File: config.mk
export PLATFORM = sky130hd
export DESIGN_NAME = mc_controller_flat
export DESIGN_NICKNAME = d
export VERILOG_FILES = /design/src/rtl/mc_controller_if.sv /design/src/rtl/mc_controller.sv /design/src/flat_wrapper.sv
export SDC_FILE = /design/constraint.sdc
export NUM_CORES = 1
export LEC_CHECK = 0
export BUFFER_PORTS_ARGS = -buffer_cell sky130_fd_sc_hd__buf_2
export CORE_UTILIZATION = 49
export DETAILED_ROUTE_END_ITERATION = 7
export GPL_TIMING_DRIVEN = 0
export MAX_ROUTING_LAYER = met4
export PLACE_DENSITY_LB_ADDON = 0.12
export RECOVER_POWER = 100
export SYNTH_ARGS = -nofsm -noshare
export SYNTH_HDL_FRONTEND = slang
export SYNTH_SLANG_ARGS = --single-unit
File: constraint.sdc
create_clock -name clk -period 2 [get_ports clk]
set_clock_uncertainty 0.05 [all_clocks]
set_input_delay 0.6 -clock clk [delete_from_list [all_inputs] [get_ports clk]]
set_output_delay 0.6 -clock clk [all_outputs]
set_load 0.01 [all_outputs]
File: src/rtl/mc_controller_if.sv
// Control bundle between the multi-cycle controller and the accumulator datapath.
// The master drives the controls; the slave supplies the decoded IR fields and the zero flag.
interface mc_controller_if;
    logic [3:0] opcode;
    logic [2:0] funct;
    logic       zero;
    logic       pc_load;
    logic [1:0] pc_src;
    logic       i_or_d;
    logic       mem_read;
    logic       mem_write;
    logic       ir_write;
    logic       reg_write;
    logic [1:0] mem_to_reg;
    logic       alu_src_a;
    logic [1:0] alu_src_b;
    logic [2:0] alu_op;

    modport master (
        input  opcode, funct, zero,
        output pc_load, pc_src, i_or_d, mem_read, mem_write, ir_write,
               reg_write, mem_to_reg, alu_src_a, alu_src_b, alu_op
    );

    modport slave (
        output opcode, funct, zero,
        input  pc_load, pc_src, i_or_d, mem_read, mem_write, ir_write,
               reg_write, mem_to_reg, alu_src_a, alu_src_b, alu_op
    );
endinterface

File: src/rtl/mc_controller.sv
// Moore multi-cycle control FSM for the 16-bit accumulator MIPS datapath.
// Controls are registered alongside the state and forced to 0 while rst is low.
module mc_controller #(
    parameter int STATE_W = 4
) (
    input  logic               clk,
    input  logic               rst,
    mc_controller_if.master    bus,
    output logic [STATE_W-1:0] state
);

    typedef enum logic [STATE_W-1:0] {
        FETCH  = STATE_W'(0),
        DECODE = STATE_W'(1),
        LD_MEM = STATE_W'(2),
        LD_WB  = STATE_W'(3),
        ST     = STATE_W'(4),
        JMP    = STATE_W'(5),
        BRZ    = STATE_W'(6),
        RT_EX  = STATE_W'(7),
        RT_WB  = STATE_W'(8),
        IMM_EX = STATE_W'(9),
        IMM_WB = STATE_W'(10)
    } state_t;

    typedef struct packed {
        logic       pc_write;
        logic       branch;
        logic [1:0] pc_src;
        logic       i_or_d;
        logic       mem_read;
        logic       mem_write;
        logic       ir_write;
        logic       reg_write;
        logic [1:0] mem_to_reg;
        logic       alu_src_a;
        logic [1:0] alu_src_b;
        logic [2:0] alu_op;
    } ctrl_t;

    state_t state_q;
    state_t nxt;
    ctrl_t  ctrl_q;
    ctrl_t  ctrl;

    function automatic state_t next_state(input state_t st, input logic [3:0] op,
                                          input logic [2:0] fn);
        state_t n;
        n = FETCH;
        case (st)
            FETCH:  n = DECODE;
            DECODE: begin
                casez (op)
                    4'b0000: n = LD_MEM;
                    4'b0001: n = ST;
                    4'b0010: n = JMP;
                    4'b0100: n = BRZ;
                    4'b1000: n = RT_EX;
                    4'b11??: n = IMM_EX;
                    default: n = FETCH;
                endcase
            end
            LD_MEM: n = LD_WB;
            RT_EX:  n = (fn <= 3'b101) ? RT_WB : FETCH;
            IMM_EX: n = IMM_WB;
            default: n = FETCH;
        endcase
        return n;
    endfunction

    // Controls for the state about to be entered; IR fields are stable by then.
    function automatic ctrl_t decode(input state_t st, input logic [3:0] op,
                                     input logic [2:0] fn);
        ctrl_t c;
        c = '0;
        case (st)
            FETCH: begin
                c.mem_read  = 1'b1;
                c.ir_write  = 1'b1;
                c.alu_src_b = 2'b01;
                c.pc_write  = 1'b1;
            end
            DECODE: c.alu_src_b = 2'b10;
            LD_MEM: begin
                c.i_or_d   = 1'b1;
                c.mem_read = 1'b1;
            end
            LD_WB: begin
                c.reg_write  = 1'b1;
                c.mem_to_reg = 2'b01;
            end
            ST: begin
                c.i_or_d    = 1'b1;
                c.mem_write = 1'b1;
            end
            JMP: begin
                c.pc_src   = 2'b10;
                c.pc_write = 1'b1;
            end
            BRZ: begin
                c.alu_src_a = 1'b1;
                c.alu_src_b = 2'b11;
                c.pc_src    = 2'b01;
                c.branch    = 1'b1;
            end
            RT_EX: begin
                c.alu_src_a = 1'b1;
                c.alu_op    = fn;
            end
            RT_WB:  c.reg_write = 1'b1;
            IMM_EX: begin
                c.alu_src_a = 1'b1;
                c.alu_src_b = 2'b10;
                c.alu_op    = {1'b0, op[1:0]};
            end
            IMM_WB: c.reg_write = 1'b1;
            default: c = '0;
        endcase
        return c;
    endfunction

    always_comb nxt = next_state(state_q, bus.opcode, bus.funct);

    always_ff @(posedge clk or negedge rst) begin
        if (!rst) begin
            state_q <= FETCH;
            ctrl_q  <= decode(FETCH, 4'd0, 3'd0);
        end else begin
            state_q <= nxt;
            ctrl_q  <= decode(nxt, bus.opcode, bus.funct);
        end
    end

    // Holding FETCH controls in reset lets the first edge after release perform the fetch.
    always_comb ctrl = rst ? ctrl_q : '0;

    assign bus.pc_load    = ctrl.pc_write | (ctrl.branch & bus.zero);
    assign bus.pc_src     = ctrl.pc_src;
    assign bus.i_or_d     = ctrl.i_or_d;
    assign bus.mem_read   = ctrl.mem_read;
    assign bus.mem_write  = ctrl.mem_write;
    assign bus.ir_write   = ctrl.ir_write;
    assign bus.reg_write  = ctrl.reg_write;
    assign bus.mem_to_reg = ctrl.mem_to_reg;
    assign bus.alu_src_a  = ctrl.alu_src_a;
    assign bus.alu_src_b  = ctrl.alu_src_b;
    assign bus.alu_op     = ctrl.alu_op;
    assign state          = state_q;

endmodule

File: src/flat_wrapper.sv
// flat-port wrapper written by rule: the top's interface ports become plain ports
module mc_controller_flat 
#(
    parameter int STATE_W = 4
)
  (clk, rst, state, bus_opcode, bus_funct, bus_zero, bus_pc_load, bus_pc_src, bus_i_or_d, bus_mem_read, bus_mem_write, bus_ir_write, bus_reg_write, bus_mem_to_reg, bus_alu_src_a, bus_alu_src_b, bus_alu_op);
  mc_controller_if bus_i ();
  input  logic clk;
  input  logic rst;
  output logic [STATE_W-1:0] state;
  input wire logic [$bits(bus_i.opcode)-1:0] bus_opcode;
  input wire logic [$bits(bus_i.funct)-1:0] bus_funct;
  input wire logic [$bits(bus_i.zero)-1:0] bus_zero;
  output wire logic [$bits(bus_i.pc_load)-1:0] bus_pc_load;
  output wire logic [$bits(bus_i.pc_src)-1:0] bus_pc_src;
  output wire logic [$bits(bus_i.i_or_d)-1:0] bus_i_or_d;
  output wire logic [$bits(bus_i.mem_read)-1:0] bus_mem_read;
  output wire logic [$bits(bus_i.mem_write)-1:0] bus_mem_write;
  output wire logic [$bits(bus_i.ir_write)-1:0] bus_ir_write;
  output wire logic [$bits(bus_i.reg_write)-1:0] bus_reg_write;
  output wire logic [$bits(bus_i.mem_to_reg)-1:0] bus_mem_to_reg;
  output wire logic [$bits(bus_i.alu_src_a)-1:0] bus_alu_src_a;
  output wire logic [$bits(bus_i.alu_src_b)-1:0] bus_alu_src_b;
  output wire logic [$bits(bus_i.alu_op)-1:0] bus_alu_op;
  assign bus_i.opcode = bus_opcode;
  assign bus_i.funct = bus_funct;
  assign bus_i.zero = bus_zero;
  assign bus_pc_load = bus_i.pc_load;
  assign bus_pc_src = bus_i.pc_src;
  assign bus_i_or_d = bus_i.i_or_d;
  assign bus_mem_read = bus_i.mem_read;
  assign bus_mem_write = bus_i.mem_write;
  assign bus_ir_write = bus_i.ir_write;
  assign bus_reg_write = bus_i.reg_write;
  assign bus_mem_to_reg = bus_i.mem_to_reg;
  assign bus_alu_src_a = bus_i.alu_src_a;
  assign bus_alu_src_b = bus_i.alu_src_b;
  assign bus_alu_op = bus_i.alu_op;
  mc_controller #(.STATE_W(STATE_W)) u_core (.clk(clk), .rst(rst), .bus(bus_i), .state(state));
endmodule
; After elaboration in Yosys (flattened, before gate mapping)
; Index checks and enable logic that the tools add are counted.
[word_totals]
out_inout_bits = 20
input_bits = 10
ff_bits = 20
[op_classes]
mux = 16
n_eq_ne = 19
magnitude_cmp = 1
n_bitwise = 2
reduce_logical = 9
[op_table]
columns = cell, count
row1 = $eq A4 B3 Y1 const B, 6
row2 = $pmux W4 S6, 1
row3 = $eq A4 B4 Y1 const B, 5
row4 = $pmux W4 S5, 1
row5 = $mux W17, 1
row6 = $eq A4 B2 Y1 const B, 4
row7 = $eq A4 B1 Y1 const B, 3
row8 = $logic_not A4 Y1, 3
row9 = $mux W1, 9
row10 = $reduce_or A2 Y1, 4
row11 = $pmux W2 S3, 1
row12 = $pmux W3 S2, 1
row13 = $reduce_or A3 Y1, 2
row14 = $mux W4, 1
row15 = $pmux W2 S2, 1
row16 = $le A3 B3 Y1 const B, 1
row17 = $eq A2 B2 Y1 const B, 1
row18 = $and A1 B1 Y1, 1
row19 = $or A1 B1 Y1, 1

; Longest topological paths before layout
; Gate-level depths: netlist (run 1).
[depth]
ltp_word = 6
mapped_depth = 6

; Least setup slack after synthesis (run 1)
; Ideal clock, no wire load.
[synth_path]
kind = input -> register
startpoint = in bus_opcode[0]
endpoint = reg u_core.ctrl_q[4] (netlist name)
t_arrival_ps = 1718
setup_slack_ps = 113
cell_stages = 5
path_buffers = 0
cell_sequence = or4b_1 > a41o_1 > clkinv_4 > nor2_1 > a31o_1
[synth_via]
elab_chain_len = 6
[synth_rtl]
columns = element, line
row1 = from (decl), flat_wrapper.sv:11  ; input wire logic [$bits(bus_i.opcode)-1:0] bus_opcode;
row2 = "$eq A4 B4 Y1, or another cell as far along", mc_controller.sv:53  ; casez (op)
row3 = $pmux W4 S6 *, mc_controller.sv:53
row4 = $pmux W4 S5 *, mc_controller.sv:50  ; case (st)
row5 = via u_core.nxt[0], mc_controller.sv:42  ; state_t nxt;
row6 = $eq A4 B1 Y1 or $eq A4 B4 Y1 (tied branches), mc_controller.sv:76  ; case (st)
row7 = $reduce_or A2 Y1 (no source line), n/a
row8 = $pmux W2 S3 *, mc_controller.sv:76
row9 = to (signal assigned), mc_controller.sv:127  ; ctrl_q <= decode(FETCH, 4'd0, 3'd0);
row10 = to (signal assigned), mc_controller.sv:130  ; ctrl_q <= decode(nxt, bus.opcode, bus.funct);
row11 = to (decl), mc_controller.sv:43  ; ctrl_t ctrl_q;
; The timed path passes the listed nets; every way through them passes the cells marked *.

; Worst setup path after layout (run 1)
[layout_path]
startpoint = in rst
endpoint = out bus_i_or_d
[layout_via]
elab_chain_len = 1
[layout_rtl]
columns = element, line
row1 = from (decl), flat_wrapper.sv:9  ; input logic rst;
row2 = $mux W17, mc_controller.sv:135  ; always_comb ctrl = rst ? ctrl_q : '0;
row3 = to (decl), flat_wrapper.sv:16  ; output wire logic [$bits(bus_i.i_or_d)-1:0] bus_i_or_d;
; Every way passes these cells.

==> run_results.csv, run 1 <==
group,metric,value,unit
outcome,run_status,"complete, no violations",
synthesis,ys_ff_latch,20,
clock_network,clk_pin_slew_worst_paths,0.11,ns
synthesis,synth.net_count,101,
sta,fin_crit,1.873,ns
floorplan,core,0.001802,mm²
clock_network,cts_max_level,1,
drt,vias_per_cell,5.286,
place,dp_hpwl,1261,µm
setup_path,crit_required,1.35,ns
clock_network,cts_buffers,3,
sta,hold_viol_final,0,
synthesis,synth_xor_area_share,0.8963,%
sta,holdWs,0.1293,ns
clock_network,clk_latency,0.30,ns
setup_path,worstRegToRegCells,6,
setup_path,worstPathMaxFanout,35,
floorplan,boundaryPins,30,
power_and_ir_drop,vdd_drop_max,789.0,µV
finish,antennaDiodeCount,0,
finish,fin_nets,133,
global_route,grt-ovfl-total,0,
synthesis,ys_seq_area_share,51.73,%
setup_path,path_class,"in -> out",
global_route,grt_max_degree,36,
global_route,antenna_found_initial,0,
synthesis,synth_edf_count,0,
flow_run,maxCapViolCount,0,
place,dp_slack,-0.2827,ns
synthesis,synthAdderAreaFrac,0,%
floorplan,die_x,46.66,µm
setup_path,startpoint_type,"input port",
place,io_buffers,28,
power_and_ir_drop,power_density,1236,mW/mm²
sta,worst_slew_pin_slew,0.5658,ns
drt,wire_per_inst,11.56,µm
floorplan,dieArea,0.002177,mm²
clock_network,cts.path.max_buffers,2,
power_and_ir_drop,leakagePower,0.5582,nW
setup_path,crit_slowest_cell,"buf_4",
power_and_ir_drop,p_total,1.440,mW
clock_network,clockRootBuffer,"clkbuf_4",
sta,setup_violations,0,
synthesis,synth_ff_type,"dfrtp_1",
sta,slew_headroom,62.05,%
floorplan,num_rows,15,
drt,dr.first_iter.drc_count,15,
sta,slew_viol_final,0,
clock_network,cts_tree,"done",
sta,fin_setup_tns,0,ns
sta,fmax,534.0,MHz
finish,drive_gt1_share,25.41,%
global_route,grt_pass1_wl,2649,µm
synthesis,muxShareOfSynthArea,0,%
floorplan,start_util,54.24,%
synthesis,synth_warnings,0,
finish,final_common_cell,"dfrtp_1",
synthesis,synthesis.area,977.2,µm²
synthesis,syn_avg_cell_area,10.74,µm²
synthesis,syn_inst,91,
setup_path,cpPeakStageDelay,0.29,ns
floorplan,die_h,46.66,µm
synthesis,synthSimpleGateAreaFrac,27.02,%
setup_path,worstSetupEndpointType,"output port",
synthesis,synth_top_family_by_area,"simple AND/OR/NAND/NOR gates",
place,place_congestion,0.8798,
global_route,grt_pass1_vias,582,
drt,wl,1699,µm
synthesis,async_reset_ff_share,100.0,%
drt,post-route-drc-count,0,
drt,drt.antenna.violating_nets,0,
setup_path,crit_arrival,1.22,ns
drt,dr.pass1.iters,4,
finish,area_delta_synth_final,19.21,%
synthesis,synth.distinct_cells,40,
clock_network,cts.sinks,20,
drt,vias,777,
global_route,grt.total_usage,18.76,%
sta,finalCritPeriodShare,93.64,%
setup_path,cp_cell_sequence,"buf_4, and2_1, clkbuf_1",
sta,rsz0062_at_grt,"no",
finish,final_cell_mix,"16 x dfrtp_1, 15 x clkbuf_1, 12 x buf_2, 11 x and2_1, 9 x nor2_1",
synthesis,synth-compound-area-share,15.62,%
min_path,hold_class,"in -> async",
sta,worst_slack,0.1272,ns
## layer usage
metal  vias up  GRT usage, %  wire [µm]
met1       353         24.01        798
met2        36         26.94        759
li1        386             -          -
met3         2         4.706        125
met5         -             -          0
met4         0         10.29         15
## final cells by class
type | count | area, µm²
fill | 165 | 636.9
sequential | 20 | 505.5
multi-input combinational | 64 | 429.2
timing repair buffer | 28 | 123.9
clock buffer | 4 | 36.28
tap | 25 | 31.28
inverter | 4 | 20.02
buffer | 2 | 18.77
## worst paths after layout
path                                            from                          end  slack (ns)
max                                              rst                   bus_i_or_d        0.13
min                                              rst    u_core.state[3]$_DFF_PN0_        0.13
max reg2reg                u_core.state[0]$_DFF_PN0_  u_core.ctrl_q[12]$_DFF_PN0_        0.15
min reg2reg                u_core.state[0]$_DFF_PN0_   u_core.ctrl_q[6]$_DFF_PN0_        0.59
max in group asynchronous                        rst  u_core.ctrl_q[11]$_DFF_PN1_        1.47
min in group clk                        bus_funct[2]   u_core.ctrl_q[2]$_DFF_PN0_        0.47
## critical path: cells and delay by family
kind          cells  cell delay [ns]
buf+inv           2             0.44
simple gates      1             0.18
## stage by stage
stage	std cells	instance area (µm²)	util [%]
after floorplan	91	977.2	-
after global placement	144	1149	63.75
after detailed placement	144	1149	63.75
after CTS	147	1184	65.69
after global routing	147	1165	64.65
final	147	1165	64.65
## sequential cells by signal (all words and copies together), names as in the netlist
signal / count
u_core.state: 4
u_core.ctrl_q: 16
## where the power goes
| part | switching [mW] | leakage, nW | internal [mW] |
|---|---|---|---|
| Clock | 0.117 | 0.0210 | 0.111 |
| Sequential | 0.0599 | 0.257 | 0.551 |
| Combinational | 0.354 | 0.280 | 0.246 |
## logic make-up (layout without fill, tap and decap cells)
group,count (synthesis),after routing
xor gates and xnor gates,1,1
other,1,1
DFF,20,20
and+or+nand+nor,43,43
buffers and inverters,7,38
AOI/OAI and AO/OA,19,19
## synth_stat cells (2+ instances only)
master / n / area share (%)
o21ai_0: 2 / 1.0
and2_1: 15 / 9.6
dfstp_2: 4 / 11
a22o_1: 2 / 1.8
o211ai_1: 2 / 1.5
dfrtp_1: 16 / 41
nand2_1: 2 / 0.77
nor4b_1: 3 / 2.7
a21o_1: 2 / 1.5
a21oi_1: 2 / 1.0
nor3_1: 2 / 1.0
nor2_1: 9 / 3.5
nor2b_1: 2 / 1.3
inv_1: 2 / 0.77
## what timing repair did
action | CTS | global route
hold buffers | 0 | 0
endpoints found under the setup margin | 12 | 0
gates resized for setup | 1 | 0
endpoints found under the hold margin | 0 | 0
buffers inserted | 0 | 0
No activity file was read; power rests on OpenSTA's default activity.
==> inputs of run 2 (changes only) <==
--- a/config.mk
+++ b/config.mk
@@ -6,7 +6,9 @@
 export NUM_CORES = 1
 export LEC_CHECK = 0
 export BUFFER_PORTS_ARGS = -buffer_cell sky130_fd_sc_hd__buf_2
-export CORE_UTILIZATION = 49
+export CORE_MARGIN = 3
+export CORE_UTILIZATION = 50
+export CTS_BUF_LIST = sky130_fd_sc_hd__clkbuf_8
 export DETAILED_ROUTE_END_ITERATION = 7
 export GPL_TIMING_DRIVEN = 0
 export MAX_ROUTING_LAYER = met4
==> constraint.sdc (replaced) <==
create_clock -name clk -period 2.25 [get_ports clk]
set_clock_uncertainty 0.05 [all_clocks]
set_input_delay 0.675 -clock clk [delete_from_list [all_inputs] [get_ports clk]]
set_output_delay 0.675 -clock clk [all_outputs]
set_load 0.01 [all_outputs]
==> run 2 against run 1 <==
Compared with the run above:
- critical endpoint is now u_core.ctrl_q[4]$_DFF_PN0_
- sequential power down 12%
- highest routed layer is now met3
- largest power group unchanged
- sequential share of layout area up 0.094 points
- via count down 5.0%
==> run_results.csv, run 2 (synthesized netlist as in run 1, its figures left out) <==
group,metric,value,unit
setup_path,critPathBufInv,2,
drt,drt.antenna.violating_nets,0,
clock_network,cts.sinks,20,
power_and_ir_drop,p_sw_share,35.38,%
finish,fin_nets,133,
global_route,grt_max_degree,36,
place,dp_hpwl,1385,µm
clock_network,clockRootBuffer,"clkbuf_8",
setup_path,worstRegToRegCells,6,
global_route,grt_pass1_vias,709,
clock_network,cts_max_level,1,
power_and_ir_drop,vdd_drop_max,571.8,µV
place,dp.cells,144,
floorplan,start_util,54.81,%
setup_path,cp_top_family,"simple AND/OR/NAND/NOR gates",
setup_path,crit_slowest_cell,"or4b_1",
setup_path,cp_cell_sequence,"buf_2, or4b_1, a41o_1, clkinvlp_2, nor2_1, a31o_1",
setup_path,worstPathMaxFanout,9,
sta,finalCritPeriodShare,91.39,%
place,place_congestion,0.8503,
floorplan,die_x,50.21,µm
drt,vias_per_cell,5.020,
global_route,grt_pass1_wl,3098,µm
floorplan,dieArea,0.002521,mm²
drt,wl,1742,µm
finish,fill_cells,166,
power_and_ir_drop,leakagePower,0.5415,nW
global_route,grt-ovfl-total,0,
finish,drive_gt1_share,20.49,%
drt,post-route-drc-count,0,
global_route,antenna_found_initial,0,
sta,slew_viol_final,0,
setup_path,crit_arrival,2.15,ns
sta,setup_violations,0,
clock_network,clk_latency,0.25,ns
drt,dr.first_iter.drc_count,14,
power_and_ir_drop,p_total,1.303,mW
outcome,run_status,"complete, no violations",
clock_network,cts.path.max_buffers,2,
finish,multi_input_area,424.2,µm²
clock_network,clk_pin_slew_worst_paths,0.07,ns
drt,wire_per_inst,11.85,µm
setup_path,path_class,"in -> reg",
finish,final_common_cell,"clkbuf_1",
finish,top_register,"u_core.ctrl_q",
finish,final_cell_mix,"20 x clkbuf_1, 16 x dfrtp_1, 15 x and2_1, 9 x nor2_1, 8 x buf_2",
sta,fmax,486.3,MHz
place,io_buffers,28,
sta,fin_setup_tns,0,ns
floorplan,num_rows,15,
sta,rsz0062_at_grt,"no",
power_and_ir_drop,netSwitchingPower,0.4611,mW
power_and_ir_drop,comb_power_share,38.4,%
sta,fin_crit,2.056,ns
min_path,hold_class,"in -> async",
sta,worst_slew_pin_slew,0.5233,ns
drt,dr.pass1.iters,4,
setup_path,cp_num_cells,6,
setup_path,r2r_slack,0.31,ns
floorplan,die_h,50.21,µm
finish,register_area,505.5,µm²
setup_path,cpPeakStageDelay,0.51,ns
setup_path,crit_required,2.35,ns
setup_path,startpoint_type,"input port",
drt,vias,738,
sta,holdWs,0.2602,ns
finish,finalNonFillerCells,147,
floorplan,core,0.001783,mm²
finish,largest_register_ffs,16,
setup_path,worstSetupEndpointType,"flip-flop",
sta,hold_viol_final,0,
finish,post-route-util,65.19,%
power_and_ir_drop,power_density,1121,mW/mm²
power_and_ir_drop,clkPwrFrac,20.1,%
floorplan,boundaryPins,30,
sta,slew_headroom,64.64,%
flow_run,maxCapViolCount,0,
setup_path,r2r_end,"u_core.ctrl_q[12]$_DFF_PN0_",
power_and_ir_drop,p_int,0.8419,mW
clock_network,cts_buffers,3,
global_route,grt.total_usage,16.30,%
clock_network,cts_tree,"done",
finish,antennaDiodeCount,0,
setup_path,rr_startpoint,"u_core.state[0]$_DFF_PN0_",
power_and_ir_drop,power_frac_seq,41.5,%
finish,area_delta_synth_final,18.95,%
[run 2: layer usage]
metal	wire, µm	global-route usage [%]	up-vias
met5	0	-	-
li1	-	-	380
met3	116	3.561	0
met1	826	21.98	334
met2	799	25.65	24
met4	0	2.765	0
[run 2: through the flow]
stage / instance area, µm² / setup WS [ns]
floorplan: 977.2 / 0.2877
global route: 1162 / 0.1080
detailed placement: 1149 / -0.1597
global placement: 1149 / -0.1173
finish: 1162 / 0.1937
CTS: 1202 / 0.2269
[run 2: worst max path at each step]
stage	startpoint	end	slack, ns
2_1_floorplan	bus_opcode[0]	u_core.ctrl_q[4]$_DFF_PN0_	0.29
3_3_place_gp	rst	bus_i_or_d	-0.12
3_5_place_dp	rst	bus_mem_to_reg[0]	-0.16
4_1_cts	rst	bus_alu_op[0]	0.23
5_1_grt	bus_opcode[0]	u_core.ctrl_q[4]$_DFF_PN0_	0.11
6_report	bus_opcode[0]	u_core.ctrl_q[4]$_DFF_PN0_	0.19
[run 2: timing repair]
action / 4_1_cts / 5_1_grt
buffers inserted: 0 / 0
setup endpoints to repair: 10 / 0
resized for setup: 1 / 0
hold buffers: 0 / 0
[run 2: worst reg2reg max path, cell delays in order (launching register included)]
cell and delay, ns:
dfrtp_1 0.34, clkbuf_1 0.29, nor4b_1 0.15, a311oi_2 0.42
inv_2 0.07, or3_1 0.43, a21oi_2 0.13
[run 2: area by class of cell]
cell class / count / area share [%]
plain buffers: 2 / 0.9688
clock buffers: 4 / 4.736
inverters: 4 / 1.399
multi-input cells: 64 / 36.49
flip-flops and latches: 20 / 43.49
well taps: 25 / 2.691
repair buffers: 28 / 10.23
[run 2: power by group through the flow]
stage / Combinational, mW / Clock (mW) / Sequential [mW]
6_report: 0.501 / 0.262 / 0.540
5_1_grt: 0.573 / 0.282 / 0.559
4_1_cts: 0.547 / 0.269 / 0.543
3_5_place_dp: 0.546 / 0 / 0.550
3_3_place_gp: 0.535 / 0 / 0.542
2_1_floorplan: 0.382 / 0 / 0.547
